**config.mk**
```make
export PLATFORM = sky130hd
export DESIGN_NAME = board_refill
export DESIGN_NICKNAME = d
export VERILOG_FILES = /design/src/rtl/board_refill.sv
export SDC_FILE = /design/constraint.sdc
export NUM_CORES = 1
export LEC_CHECK = 0
export CELL_PAD_IN_SITES_DETAIL_PLACEMENT = 0
export CELL_PAD_IN_SITES_GLOBAL_PLACEMENT = 1
export CORE_ASPECT_RATIO = 1.25
export CORE_MARGIN = 2
export CORE_UTILIZATION = 40
export DETAILED_ROUTE_END_ITERATION = 6
export PLACE_DENSITY_LB_ADDON = 0.1
export SLEW_MARGIN = 15
export SYNTH_ARGS = -nofsm -noshare
export SYNTH_HDL_FRONTEND = slang
export SYNTH_SLANG_ARGS = --single-unit
export TNS_END_PERCENT = 20
```
**constraint.sdc**
```tcl
create_clock -name clk -period 21.4 [get_ports clk]
set_input_delay 5.35 -clock clk [delete_from_list [all_inputs] [get_ports clk]]
set_output_delay 5.35 -clock clk [all_outputs]
set_load 0.02 [all_outputs]
```
**src/rtl/board_refill.sv**
```systemverilog
// board_refill: gravity-drop an 8x8 colour board, then refill every empty
// cell with an LFSR-derived colour, scanning one cell per clock.
module board_refill #(
  parameter logic [15:0] SEED       = 16'hACE1,
  parameter int          NUM_COLORS = 5
) (
  input  logic         clk,
  input  logic         rst,
  input  logic         start,
  input  logic [191:0] board_in,
  output logic [191:0] board_out,
  output logic         busy,
  output logic         done,
  output logic [6:0]   fill_count
);

  typedef enum logic [1:0] {IDLE, DROP, FILL, DONE} state_t;

  state_t       state_q, state_d;
  logic [191:0] board_q, board_d;
  logic [191:0] drop_board;
  logic [6:0]   fill_count_q, fill_count_d;
  logic [15:0]  lfsr_q, lfsr_d;
  logic [5:0]   idx_q, idx_d;
  logic         any_shift;
  logic [7:0]   cell_pos;
  logic [2:0]   cur_cell;
  logic [2:0]   new_color;
  logic         lfsr_fb;

  assign cell_pos  = {2'b00, idx_q} * 8'd3;
  assign cur_cell  = board_q[cell_pos +: 3];
  assign new_color = 3'((int'(lfsr_q[2:0]) % NUM_COLORS) + 1);
  assign lfsr_fb   = lfsr_q[0] ^ lfsr_q[2] ^ lfsr_q[3] ^ lfsr_q[5];

  // One gravity step: each column slides everything above its lowest hole.
  always_comb begin
    int   e;
    logic found;
    logic above;
    drop_board = board_q;
    any_shift  = 1'b0;
    for (int j = 0; j < 8; j++) begin
      e     = 0;
      found = 1'b0;
      above = 1'b0;
      for (int i = 0; i < 8; i++) begin
        if (board_q[(8*i+j)*3 +: 3] == 3'd0) begin
          e     = i;
          found = 1'b1;
        end
      end
      for (int i = 0; i < 8; i++) begin
        if (i < e && board_q[(8*i+j)*3 +: 3] != 3'd0)
          above = 1'b1;
      end
      if (found && above) begin
        any_shift = 1'b1;
        for (int i = 1; i < 8; i++) begin
          if (i <= e)
            drop_board[(8*i+j)*3 +: 3] = board_q[(8*(i-1)+j)*3 +: 3];
        end
        drop_board[j*3 +: 3] = 3'd0;
      end
    end
  end

  always_comb begin
    state_d      = state_q;
    board_d      = board_q;
    fill_count_d = fill_count_q;
    lfsr_d       = lfsr_q;
    idx_d        = idx_q;
    unique case (state_q)
      IDLE: begin
        if (start) begin
          board_d      = board_in;
          fill_count_d = 7'd0;
          idx_d        = 6'd0;
          state_d      = DROP;
        end
      end
      DROP: begin
        if (any_shift) begin
          board_d = drop_board;
        end else begin
          idx_d   = 6'd0;
          state_d = FILL;
        end
      end
      FILL: begin
        if (cur_cell == 3'd0) begin
          board_d[cell_pos +: 3] = new_color;
          fill_count_d           = fill_count_q + 7'd1;
          lfsr_d                 = {lfsr_fb, lfsr_q[15:1]};
        end
        idx_d = idx_q + 6'd1;
        if (idx_q == 6'd63)
          state_d = DONE;
      end
      DONE: state_d = IDLE;
      default: state_d = IDLE;
    endcase
  end

  always_ff @(posedge clk or posedge rst) begin
    if (rst) begin
      state_q      <= IDLE;
      board_q      <= '0;
      fill_count_q <= 7'd0;
      lfsr_q       <= SEED;
      idx_q        <= 6'd0;
    end else begin
      state_q      <= state_d;
      board_q      <= board_d;
      fill_count_q <= fill_count_d;
      lfsr_q       <= lfsr_d;
      idx_q        <= idx_d;
    end
  end

  assign board_out  = board_q;
  assign fill_count = fill_count_q;
  assign busy       = (state_q != IDLE);
  assign done       = (state_q == DONE);

endmodule

```
* Word level (Yosys, flattened, before mapping)
Cells that the tools add are included.
** Storage, ports and cells
- Input port bits :: 195
- Register bits :: 223
- Output and inout bits :: 201
** Cells by class
- Order comparisons :: 120
- $add $sub $neg :: 4
- Muxes and demuxes :: 327
- Div/mod/pow operators :: 1
- Equality and inequality tests :: 73
- Bitwise gates (word level) :: 3
- Multipliers :: 1
- Reduce and logical (&&, ||, !) cells :: 273
- Shift-type cells :: 3
** Operators by type and width (number)
- 2-to-1 mux 32 bit :: 48
- less-or-equal comparator 4 x 32 -> 1 bit, first input constant :: 32
- < comparator 4 x 32 -> 1 bit, first input constant :: 32
- 2-to-1 mux 192 bit :: 3
- one-hot mux 192 bit (3 select lines) :: 1
- less-or-equal comparator 3 x 32 -> 1 bit, first input constant :: 16
- < comparator 3 x 32 -> 1 bit, first input constant :: 16
- 2-to-1 mux 3 bit :: 120
- AND reduction 6 bit :: 56
- less-or-equal comparator 2 x 32 -> 1 bit, first input constant :: 8
- < comparator 1 x 32 -> 1 bit, first input constant :: 8
- < comparator 2 x 32 -> 1 bit, first input constant :: 8
- zero test 3 bit :: 65
- nonzero test 3 bit :: 65
- bitwise mux 192 bit :: 1
- variable shift 3 x 10 -> 192 bit, first input constant :: 1
- variable part select 192 x 9 -> 3 bit :: 1
- variable part select 3 x 10 -> 192 bit :: 1
- 2-to-1 mux 1 bit :: 144
- inequality test 2 bit, second input constant :: 69
- logical AND 1 bit :: 72
- AND reduction 5 bit :: 8
- modulo 4 x 4 -> 32 bit, second input constant :: 1
- one-hot mux 6 bit (3 select lines) :: 1
- 18 further kinds :: 28

* Logic depth before layout (Yosys ltp)
- Depth in word-level cells :: 29
- Gate-level depth with buffers :: 19

* Worst setup path before layout
Ideal clock, no wire load.
- Path type :: input-to-reg
- Start point :: in start
- End point :: reg board_q[174] (netlist: board_out[174])
- Slack :: 14460 ps
- Cell stages on the path :: 7
- Arrival :: 6815 ps
- Cells stage by stage :: nor2_1 nor2_1 and3_1 buf_6 buf_4 nand2_1 mux2_2
** On the way
- Cells in the longest elaborated chain, start to end :: 2
** Ends and longest elaborated chain
- start: declaration :: line 9 : input logic start,
- inequality test 2 bit (no line)
- AND reduction 6 bit (no line)
- end signal: assignment :: line 115 : board_q <= board_d;
- end: declaration :: line 20 : logic [191:0] board_q, board_d;
No other way between the ends.
A chain may end at the register's enable or synchronous reset.

* Worst setup path in the final report
- Start point :: in start
- End point :: reg board_q[72] (netlist: board_out[72])
Same word-level chain as after synthesis.

==> qor.yml <==
min_from: "lfsr_q[8]"
cpPeakStageDelay_ns: 0.78
syn_nets: 2101
clockRootBuffer: "clkbuf_16"
die_w_um: 188.0
p_comb_share_pct: 69.1
hold_viol_final: 0
setup_tns_ns: 0
hp-class: "register to register"
postSynthCellCount: 1891
swShare_pct: 51.00
drt_iter0_drc: 1525
postCtsSetupRepairBufs: 0
cts_hold_buffers: 0
grt_usage_pct: 32.65
power_density_nw_per_um2: 212.0
synth_area_sq_um: 16920
grt_first_pass_wirelength_um: 109800
critPathSlowestCell: "nand3_2"
gr-total-overflow: 0
clk_pin_slew_ns: 0.06
p_leak_nw: 8.486
grt_max_degree: 117
firstDrtPassIters: 7
startpoint: "start"
finalMaxSlewViolations: 0
grt_pass1_vias: 17364
htree_num_levels: 1
place.port_buffers: 395
synth_warnings: 0
clock_latency_ns: 0.57
cp_max_fo: 28
antenna_found_initial: 1
power.internal_mw: 2.302
numClockSinks: 223
start_util_pct: 40.35
critPathBufInv: 2
fin_crit_ns: 7.741
synth_seq_area_share_pct: 33.04
dpl.hpwl_um: 53610
synth-edff-count: 0
avgRoutedWirePerCell_um: 26.50
cp_top_family: "simple AND/OR/NAND/NOR gates"
route.detailed.drc: 3
crit_type: "input pin to register"
clock_path_buffers: 3
cp_cell_sequence: "clkdlybuf4s50_1, nor2_1, buf_4, nor2_1, nand3_2, or3_1, mux2_1"
min_path_cells: 1
maxCapViolCount: 0
syn_area_per_cell_sq_um: 8.948
max_clock_freq_mhz: 129.2
setup_viol: 0
start_kind: "input pin"
dp_slack_ns: 13.17
cts_resized: 0
ios: 396
place_congestion: 0.9526
vias_per_cell: 6.318
peakVddDrop_uv: 128.3
fin_skew_ns: 0.01963
ys_ff_latch: 223
synth_cell_type_count: 86
cts_tree: "yes"
rsz0062_at_grt: "false"
numCtsBuffers: 27
vias: 17621
syn_to_final_growth_pct: 30.95
violations: "DRC"
async_flop_share_pct: 100.0
ys.flop_type: "dfrtp_1"
worstPathRequired_ns: 21.83
final_net_count: 2420
crit_top_cell: "nor2_1"
power_switching_mw: 2.396
cp_num_cells: 7
p_seq_share_pct: 20.7
die_h_um: 233.9
setup_ws_ns: 13.66
worst_slew_pin_slew_ns: 1.149
cp_data_arrival_time_ns: 8.17
drive_above_1_share_pct: 16.60
dieArea_sq_um: 43970
status: "complete, but fails checks"
worstRegToRegCells: 11
worstReg2RegStart: "idx_q[1]"
drtAntennaViolNets: 0
drt-total-wl_um: 73910
placementRows: 84
critPathCaptureType: "register"
core_area_sq_um: 41940
slew_headroom_pct: 22.81
clkPwrFrac_pct: 10.2
period_share_pct: 36.17
==> registers in the layout, summed over array words and instances, names as in the netlist <==
name / cells
board_out: 192
idx_q: 6
fill_count: 7
lfsr_q: 16
state_q: 2
==> area by class of cell <==
class	instances	area, sq um
multi-input cells	1517	10740
clock inverters	13	152.6
inverters	21	87.58
repair buffers	420	4141
flip-flops and latches	223	5590
clock buffers	35	745.7
diodes	1	2.502
well taps	559	699.4
fillers	3851	19780
==> cells in the mapped netlist, types with 5 or more instances <==
cell	n	share of area, %
nor2_1	321	7.1
mux2_2	240	16
dfrtp_1	215	32
nand2_1	104	2.3
clkbuf_1	94	2.1
nor3_1	85	2.5
a221oi_1	84	4.3
a21oi_1	82	2.4
a22oi_1	74	3.3
o21ai_0	62	1.8
or3_1	55	2.0
o2bb2ai_1	47	2.4
mux2_1	33	2.2
o211ai_1	32	1.4
mux2i_1	27	1.6
nand3_1	25	0.74
and3_1	20	0.74
a31oi_1	19	0.70
inv_1	19	0.42
buf_2	18	0.53
ha_1	15	1.1
and2_1	13	0.48
o22ai_1	12	0.44
a222oi_1	9	0.53
mux4_2	9	1.2
nand2b_1	9	0.33
nor2b_1	9	0.33
buf_1	8	0.18
dfstp_2	8	1.2
o21a_1	8	0.35
o31ai_1	8	0.35
nor4_1	7	0.26
a211oi_1	6	0.27
buf_4	6	0.27
nand4_1	6	0.22
or3_4	6	0.40
a22o_1	5	0.26
xnor2_1	5	0.26
==> stage by stage <==
step / instance area [sq um] / util [%] / cells / total power [mW] / hold slack, ns
after floorplan: 16920 / - / 1891 / 3.010 / 0.4750
after global placement: 21260 / 50.69 / 2740 / 4.116 / 0.4846
after detailed placement: 21260 / 50.69 / 2740 / 4.165 / 0.4917
after CTS: 22160 / 52.83 / 2788 / 4.663 / 0.5079
after global routing: 22160 / 52.84 / 2789 / 4.973 / 0.5133
final: 22160 / 52.84 / 2789 / 4.698 / 0.5072
==> power by group through the flow <==
stage	registers [mW]	logic [mW]	clock network (mW)
final	0.973	3.25	0.479
after global placement	0.965	3.15	0
after global routing	0.997	3.47	0.502
after floorplan	1.05	1.96	0
after CTS	0.962	3.22	0.485
after detailed placement	0.965	3.20	0
==> cells in the final DEF, fill, tap and decap left out, types with 5 or more instances in the layout <==
master	netlist	routed
nor3_1	85	85
a31oi_1	19	19
or3_4	6	6
a211oi_1	6	6
clkbuf_16	0	27
clkinv_2	0	7
or3_1	55	55
mux2_2	240	240
nand4_1	6	6
a21oi_1	82	82
o21a_1	8	8
nand2_1	104	104
a222oi_1	9	9
dfstp_2	8	8
buf_4	6	25
o21ai_0	62	62
inv_1	19	18
o31ai_1	8	8
a22oi_1	74	74
dfrtp_1	215	215
and3_1	20	19
ha_1	15	12
a221oi_1	84	84
nand2b_1	9	9
mux2i_1	27	27
nor4_1	7	7
clkdlybuf4s50_1	0	395
a22o_1	5	5
nor2b_1	9	9
o211ai_1	32	32
mux4_2	9	9
nor2_1	321	321
mux2_1	33	33
and2_1	13	13
o22ai_1	12	12
o2bb2ai_1	47	47
nand3_1	25	25
==> metal layers <==
metal,global-route usage [%],wire length [um]
met3,4.520,5398
met5,0,0
met4,14.84,3396
met1,41.89,29930
met2,54.91,35180
==> worst reg2reg max path, delay by kind of cell, from the launching register on <==
family / cells / cell delay [ns]
AND/OR/NAND/NOR: 3 / 2.31
buffers and inverters: 2 / 0.76
multiplexers: 2 / 0.74
XOR/XNOR: 1 / 0.40
adder cells (fa/ha/maj): 1 / 0.38
flip-flops: 1 / 0.37
AO/OA/AOI/OAI: 2 / 0.26
==> worst paths after layout <==
kind | endpoint | slack, ns
worst max-delay path | board_out[72] | 13.66
worst min-delay path | lfsr_q[8] | 0.51
worst max register to register | board_out[85] | 16.05
worst min register to register | lfsr_q[8] | 0.51
max in group asynchronous | fill_count[5] | 14.15
min in group asynchronous | board_out[185] | 5.29
==> cell families (layout without fill, tap and decap cells) <==
| group | after synthesis | in the layout | share of synthesized area, % |
|---|---|---|---|
| XOR/XNOR | 8 | 8 | 0.5251 |
| buffers and inverters | 151 | 489 | 3.794 |
| other | 0 | 1 | 0 |
| AO/OA/AOI/OAI | 495 | 495 | 21.53 |
| adder cells (fa/ha/maj) | 15 | 15 | 1.109 |
| multiplexers | 310 | 310 | 21.05 |
| AND/OR/NAND/NOR | 689 | 689 | 18.95 |
| flip-flops | 223 | 223 | 33.04 |
Note: power is estimated with default switching activity, not from simulation.
